### config.mk
export PLATFORM = sky130hd
export DESIGN_NAME = fp_div_seq
export DESIGN_NICKNAME = d
export VERILOG_FILES = /design/src/rtl/fp_div_seq.sv
export SDC_FILE = /design/constraint.sdc
export NUM_CORES = 1
export LEC_CHECK = 0
export ABC_AREA = 1
export CAP_MARGIN = 10
export CORE_MARGIN = 5
export CORE_UTILIZATION = 52
export CTS_CLUSTER_SIZE = 14
export DETAILED_ROUTE_END_ITERATION = 16
export GPL_TIMING_DRIVEN = 0
export PLACE_DENSITY = 0.77
export SLEW_MARGIN = 20
export SYNTH_ARGS = -nofsm -noshare
export SYNTH_HDL_FRONTEND = slang
export SYNTH_SLANG_ARGS = --single-unit
### constraint.sdc
create_clock -name clk -period 3.8 [get_ports clk]
set_input_delay 0.95 -clock clk [delete_from_list [all_inputs] [get_ports clk]]
set_output_delay 0.95 -clock clk [all_outputs]
set_load 0.02 [all_outputs]
### src/rtl/fp_div_seq.sv
// fp_div_seq: IEEE-754 single-precision divider, restoring division at one quotient bit per cycle.
// Latency: out_valid 28 cycles after acceptance for finite nonzero operands, 2 cycles for special operands.
// Backpressure: one operation in flight; in_ready only in IDLE, result held in DONE until out_ready.
module fp_div_seq #(
    parameter string round = "away_zero"
) (
    input  logic        clk,
    input  logic        rst,
    input  logic [31:0] a,
    input  logic [31:0] b,
    input  logic        in_valid,
    output logic        in_ready,
    output logic [31:0] z,
    output logic [7:0]  status,
    output logic        out_valid,
    input  logic        out_ready
);

    // Rounding modes. "away_zero" is directed rounding away from zero:
    // any nonzero guard or sticky bumps the magnitude.
    localparam logic [1:0] RM_AWAY = 2'd0;
    localparam logic [1:0] RM_ZERO = 2'd1;
    localparam logic [1:0] RM_NEAR = 2'd2;
    localparam logic [1:0] RMODE   = (round == "IEEE_near") ? RM_NEAR :
                                     (round == "to_zero")   ? RM_ZERO : RM_AWAY;

    // status bit positions; bit 7 is always 0
    localparam int ST_ZERO = 0;
    localparam int ST_INF  = 1;
    localparam int ST_NAN  = 2;
    localparam int ST_TINY = 3;
    localparam int ST_HUGE = 4;
    localparam int ST_INX  = 5;
    localparam int ST_DZ   = 6;

    localparam logic [4:0] LAST_STEP = 5'd25;

    typedef enum logic [2:0] {IDLE, SPECIAL, DIVIDE, ROUND, DONE} state_t;

    state_t      state_q, state_d;
    logic [31:0] a_q, a_d, b_q, b_d;
    logic [24:0] rem_q, rem_d;
    logic [25:0] quo_q, quo_d;
    logic [4:0]  cnt_q, cnt_d;
    logic [31:0] z_q, z_d;
    logic [7:0]  status_q, status_d;

    // operand classification (denormals count as zero)
    logic sign;
    logic a_zero, a_inf, a_nan, b_zero, b_inf, b_nan;
    logic acc_special;
    logic [31:0] spec_z;
    logic [7:0]  spec_st;

    // division step
    logic [24:0] mb;
    logic        ge;
    logic [24:0] diff;

    // rounding / packing
    logic               lead, guard, sticky, rup, carry;
    logic [23:0]        mant24;
    logic [24:0]        mant25;
    logic [22:0]        frac;
    logic signed [9:0]  e_raw, e_fin;
    logic [31:0]        rnd_z;
    logic [7:0]         rnd_st;

    // Special-operand resolution, in priority order: NaN, x/0, inf/x, zero result.
    always_comb begin
        sign    = a_q[31] ^ b_q[31];
        a_zero  = (a_q[30:23] == 8'h00);
        b_zero  = (b_q[30:23] == 8'h00);
        a_inf   = (a_q[30:23] == 8'hFF) && (a_q[22:0] == 23'd0);
        b_inf   = (b_q[30:23] == 8'hFF) && (b_q[22:0] == 23'd0);
        a_nan   = (a_q[30:23] == 8'hFF) && (a_q[22:0] != 23'd0);
        b_nan   = (b_q[30:23] == 8'hFF) && (b_q[22:0] != 23'd0);
        acc_special = (a[30:23] == 8'h00) || (a[30:23] == 8'hFF) ||
                      (b[30:23] == 8'h00) || (b[30:23] == 8'hFF);
        spec_z  = '0;
        spec_st = '0;
        if (a_nan || b_nan || (a_zero && b_zero) || (a_inf && b_inf)) begin
            spec_z          = 32'h7FC0_0000;
            spec_st[ST_NAN] = 1'b1;
        end else if (b_zero && !a_inf) begin
            spec_z          = {sign, 8'hFF, 23'd0};
            spec_st[ST_INF] = 1'b1;
            spec_st[ST_DZ]  = 1'b1;
        end else if (a_inf) begin
            spec_z          = {sign, 8'hFF, 23'd0};
            spec_st[ST_INF] = 1'b1;
        end else begin
            spec_z           = {sign, 31'd0};
            spec_st[ST_ZERO] = 1'b1;
        end
    end

    // One restoring-division step: subtract divisor if it fits, then shift remainder.
    always_comb begin
        mb   = {2'b01, b_q[22:0]};
        ge   = (rem_q >= mb);
        diff = ge ? (rem_q - mb) : rem_q;
    end

    // Normalize the 26-bit quotient, round, and pack with overflow/underflow handling.
    always_comb begin
        lead   = quo_q[25];
        mant24 = lead ? quo_q[25:2] : quo_q[24:1];
        guard  = lead ? quo_q[1] : quo_q[0];
        sticky = (lead & quo_q[0]) | (|rem_q);
        if (RMODE == RM_NEAR) begin
            rup = guard & (sticky | mant24[0]);
        end else if (RMODE == RM_ZERO) begin
            rup = 1'b0;
        end else begin
            rup = guard | sticky;
        end
        mant25 = {1'b0, mant24} + {24'd0, rup};
        carry  = mant25[24];
        frac   = carry ? mant25[23:1] : mant25[22:0];
        e_raw  = $signed({2'b00, a_q[30:23]}) - $signed({2'b00, b_q[30:23]})
               + 10'sd127 - $signed({9'd0, ~lead});
        e_fin  = e_raw + $signed({9'd0, carry});
        rnd_st = '0;
        if (e_fin >= 10'sd255) begin
            rnd_z           = {sign, 8'hFF, 23'd0};
            rnd_st[ST_HUGE] = 1'b1;
            rnd_st[ST_INF]  = 1'b1;
            rnd_st[ST_INX]  = 1'b1;
        end else if (e_fin <= 10'sd0) begin
            rnd_z           = {sign, 31'd0};
            rnd_st[ST_TINY] = 1'b1;
            rnd_st[ST_ZERO] = 1'b1;
            rnd_st[ST_INX]  = 1'b1;
        end else begin
            rnd_z          = {sign, e_fin[7:0], frac};
            rnd_st[ST_INX] = guard | sticky;
        end
    end

    // FSM next-state, datapath next values and handshake outputs.
    always_comb begin
        state_d   = state_q;
        a_d       = a_q;
        b_d       = b_q;
        rem_d     = rem_q;
        quo_d     = quo_q;
        cnt_d     = cnt_q;
        z_d       = z_q;
        status_d  = status_q;
        in_ready  = 1'b0;
        out_valid = 1'b0;
        case (state_q)
            IDLE: begin
                in_ready = 1'b1;
                if (in_valid) begin
                    a_d     = a;
                    b_d     = b;
                    rem_d   = {2'b01, a[22:0]};
                    quo_d   = '0;
                    cnt_d   = '0;
                    state_d = acc_special ? SPECIAL : DIVIDE;
                end
            end
            SPECIAL: begin
                z_d      = spec_z;
                status_d = spec_st;
                state_d  = DONE;
            end
            DIVIDE: begin
                rem_d = diff << 1;
                quo_d = {quo_q[24:0], ge};
                cnt_d = cnt_q + 5'd1;
                if (cnt_q == LAST_STEP) begin
                    state_d = ROUND;
                end
            end
            ROUND: begin
                z_d      = rnd_z;
                status_d = rnd_st;
                state_d  = DONE;
            end
            DONE: begin
                out_valid = 1'b1;
                if (out_ready) begin
                    state_d = IDLE;
                end
            end
            default: state_d = IDLE;
        endcase
    end

    // State and datapath registers; reset aborts any operation in flight.
    always_ff @(posedge clk) begin
        if (rst) begin
            state_q  <= IDLE;
            a_q      <= '0;
            b_q      <= '0;
            rem_q    <= '0;
            quo_q    <= '0;
            cnt_q    <= '0;
            z_q      <= '0;
            status_q <= '0;
        end else begin
            state_q  <= state_d;
            a_q      <= a_d;
            b_q      <= b_d;
            rem_q    <= rem_d;
            quo_q    <= quo_d;
            cnt_q    <= cnt_d;
            z_q      <= z_d;
            status_q <= status_d;
        end
    end

    assign z      = z_q;
    assign status = status_q;

endmodule
==> impl_metrics.toml <==
[min_path]
hold_depth = 2
worstHoldStart = "z[21]$_SDFFE_PP0P_"
hold_class = "register to register"
min_to = "z[21]$_SDFFE_PP0P_"

[die]
ios = 110
coreArea_um2 = 20200
dieWidth_um = 153
row_count = 52
die_h_um = 153
start_util = 0.526
die_area_um2 = 23400

[setup_path]
critical_path.max_stage_delay_ns = 0.36
rrSetupSlack_ns = -0.41
rr_worst_depth = 28
crit_arrival_ns = 4.51
end_kind = "register"
slowest_stage = "dfxtp_4"
reg2reg_from = "rem_q[3]$_SDFFE_PP0P_"
path_max_fanout = 6
r2r_end = "z[23]$_SDFFE_PP0P_"
critPathKind = "register to register"
required_ns = 4.10
cp-start-kind = "register"

[route]
drtIter0Drc = 750
vias_per_cell = 5.38
first_pass_iters = 6
drcViolationCount = 0
wire_per_inst_um = 15.2
final_antenna_net_count = 0
drt_wl_total_um = 32800
num_vias = 11600

[synthesis]
synthesis.nets = 1820
synth_top_area_share = 0.306
yosysWarnings = 0
synthFlopType = "dfxtp_1"
async_reset_ff_frac = 0
synth_area_um2 = 10600
yosys-top-cells-count = "570 x nand2_1, 186 x inv_1, 184 x a21oi_1"
synth_seq_cells = 162
yosysTopAreaCell = "dfxtp_1"
ys_seq_area_frac = 0.306
synth_area_leaders = "dfxtp_1 31%, nand2_1 20%, a21oi_1 8.7%, inv_1 6.6%, ha_1 5.1%"
postSynthAreaPerCell_um2 = 6.22
synth_edf_count = 0
yosysMostFrequentCell = "nand2_1"
synthCells = 1706
synth.distinct_cells = 46

[layout]
finalNetCount = 1980
fin_area_um2 = 13300
diodes = 0
drive_gt1_frac = 0.120
area_delta_synth_final_pct = 25.8

[sta]
slew_viol_final = 0
relSlewSlack = 0.426
max_freq_mhz = 238
fin_worst_skew_ns = 0.0126
tightest_slew_ns = 0.856
period_minus_slack_ns = 4.21
hold_violations = 0
setup_ws_ns = -0.409
rsz0062_at_grt = "true"
period_share = 1.11
finalSetupViolCount = 36

[global_route]
grt_pass1_wl_um = 51400
antenna_found_initial = 0
grt_max_degree = 19
grt_overflow = 0
grt_use_total = 0.265
grt_pass1_vias = 10800

[pwr]
p_leak_nw = 5.71
ir_drop_v = 0.000584
p_per_area_nw_per_um2 = 995
totalPowerFinal_w = 0.0133

[clocking]
htree_levels = 4
cts_tree = "done"
holdBufCountCts = 0
clk_path_buf_depth = 2
clk_latency_ns = 0.44
clk_pin_slew_worst_paths_ns = 0.06
root_buffer = "clkbuf_16"
cts_buffers = 17
clock-sinks = 162

[outcome]
failed_checks = "setup timing"
outcome = "complete, but fails checks"

[place]
placement.cell_area_um2 = 12100
place_congestion = 0.946
portBuffers = 107
dpl.hpwl_um = 24900

[job]
maxCapViolCount = 0
==> worst max-delay path, delay by kind of cell, from the launching register on <==
family | cells | cell delay, ns
buf+inv | 5 | 0.37
fa+ha+maj | 5 | 0.95
xor+xnor | 1 | 0.15
flops | 1 | 0.36
simple gates | 13 | 1.39
compound gates | 4 | 0.82
==> worst max path at each step <==
| stage | cells past startpoint | endpoint | startpoint | slack [ns] |
|---|---|---|---|---|
| floorplan | 28 | z[11]$_SDFFE_PP0P_ | quo_q[25]$_SDFFE_PP0P_ | -0.08 |
| global placement | 28 | z[13]$_SDFFE_PP0P_ | rem_q[12]$_SDFFE_PP0P_ | -0.72 |
| detailed placement | 28 | z[19]$_SDFFE_PP0P_ | rem_q[12]$_SDFFE_PP0P_ | -0.78 |
| CTS | 28 | z[26]$_SDFFE_PP0P_ | rem_q[15]$_SDFFE_PP0P_ | -0.29 |
| global route | 28 | z[26]$_SDFFE_PP0P_ | rem_q[3]$_SDFFE_PP0P_ | -0.52 |
| finish | 28 | z[23]$_SDFFE_PP0P_ | rem_q[3]$_SDFFE_PP0P_ | -0.41 |
==> stage by stage <==
step           std cells  TNS [ns]  worst slack, ns   util  hold WS, ns
2_1_floorplan       1706     -1.15          -0.0835      -        0.436
3_3_place_gp        2083    -21.72           -0.719  0.602        0.446
3_5_place_dp        2083    -23.64           -0.780  0.602        0.453
4_1_cts             2139     -8.55           -0.294  0.649        0.464
5_1_grt             2149    -16.50           -0.518  0.662        0.481
6_report            2149    -12.23           -0.409  0.662        0.463
==> report_power, final <==
group | total (W) | internal, W | leakage [nW] | switching (W)
sequential | 0.00235 | 0.00205 | 1.33 | 0.000299
clock | 0.00172 | 0.000881 | 0.290 | 0.000839
combinational | 0.00921 | 0.00336 | 4.09 | 0.00585
==> layout by cell type (no fill, tap or decap), types with 4 or more instances in the layout <==
cell type        instances
inv_1                  180
nand2_1                550
xnor2_1                  6
a21oi_1                170
nor2_4                   8
xor2_1                  20
nand3b_1                 5
nor2_2                  15
nand4_1                 58
buf_6                   11
nand2_4                  5
inv_6                    5
inv_2                    8
dfxtp_1                148
nor4_1                   8
clkdlybuf4s50_1        107
dfxtp_2                  7
clkbuf_16               18
o21bai_1                 5
a21oi_2                 17
ha_1                    39
clkinv_8                 4
nand2_2                 32
o21ai_0                 61
nor3_2                   4
nand3_1                 82
nand3_2                 16
dfxtp_4                  7
nand3_4                  4
buf_4                   34
clkbuf_1                51
nor3_1                  12
nor2_1                 133
==> per-layer routing <==
layer	vias to the layer above	global-route usage	routed length, um
met2	347	0.461	15900
met1	5300	0.323	14000
met3	83	0.0512	1850
met4	0	0.103	1040
met5	-	0	0
li1	5839	-	-
==> timing repair <==
action,in CTS,in global routing
pin swaps,20,24
setup endpoints to repair,36,36
cloned,1,1
resized for setup,48,54
buffers inserted,24,10
==> kinds of logic after synthesis <==
kind of cell | after synthesis | share of synthesized area
buf+inv | 257 | 0.0985
simple gates | 942 | 0.382
xor+xnor | 26 | 0.0215
compound gates | 272 | 0.136
flops | 162 | 0.306
other cells | 1 | 0.000354
fa+ha+maj | 46 | 0.0564
==> layout make-up <==
class / count / area, um^2
multi-input cells: 1287 / 6700
fillers: 1885 / 6820
clock buffers: 17 / 425
repair buffers: 143 / 1390
inverters: 190 / 721
well taps: 270 / 338
flip-flops and latches: 162 / 3280
clock inverters: 15 / 165
plain buffers: 65 / 332
==> sequential cells by signal, indices dropped and copies added, names as in the netlist <==
register  flops
cnt_q         5
z            32
quo_q        26
a_q          32
rem_q        25
state_q       3
b_q          32
status        7
Power figures use the tool's default switching activity.
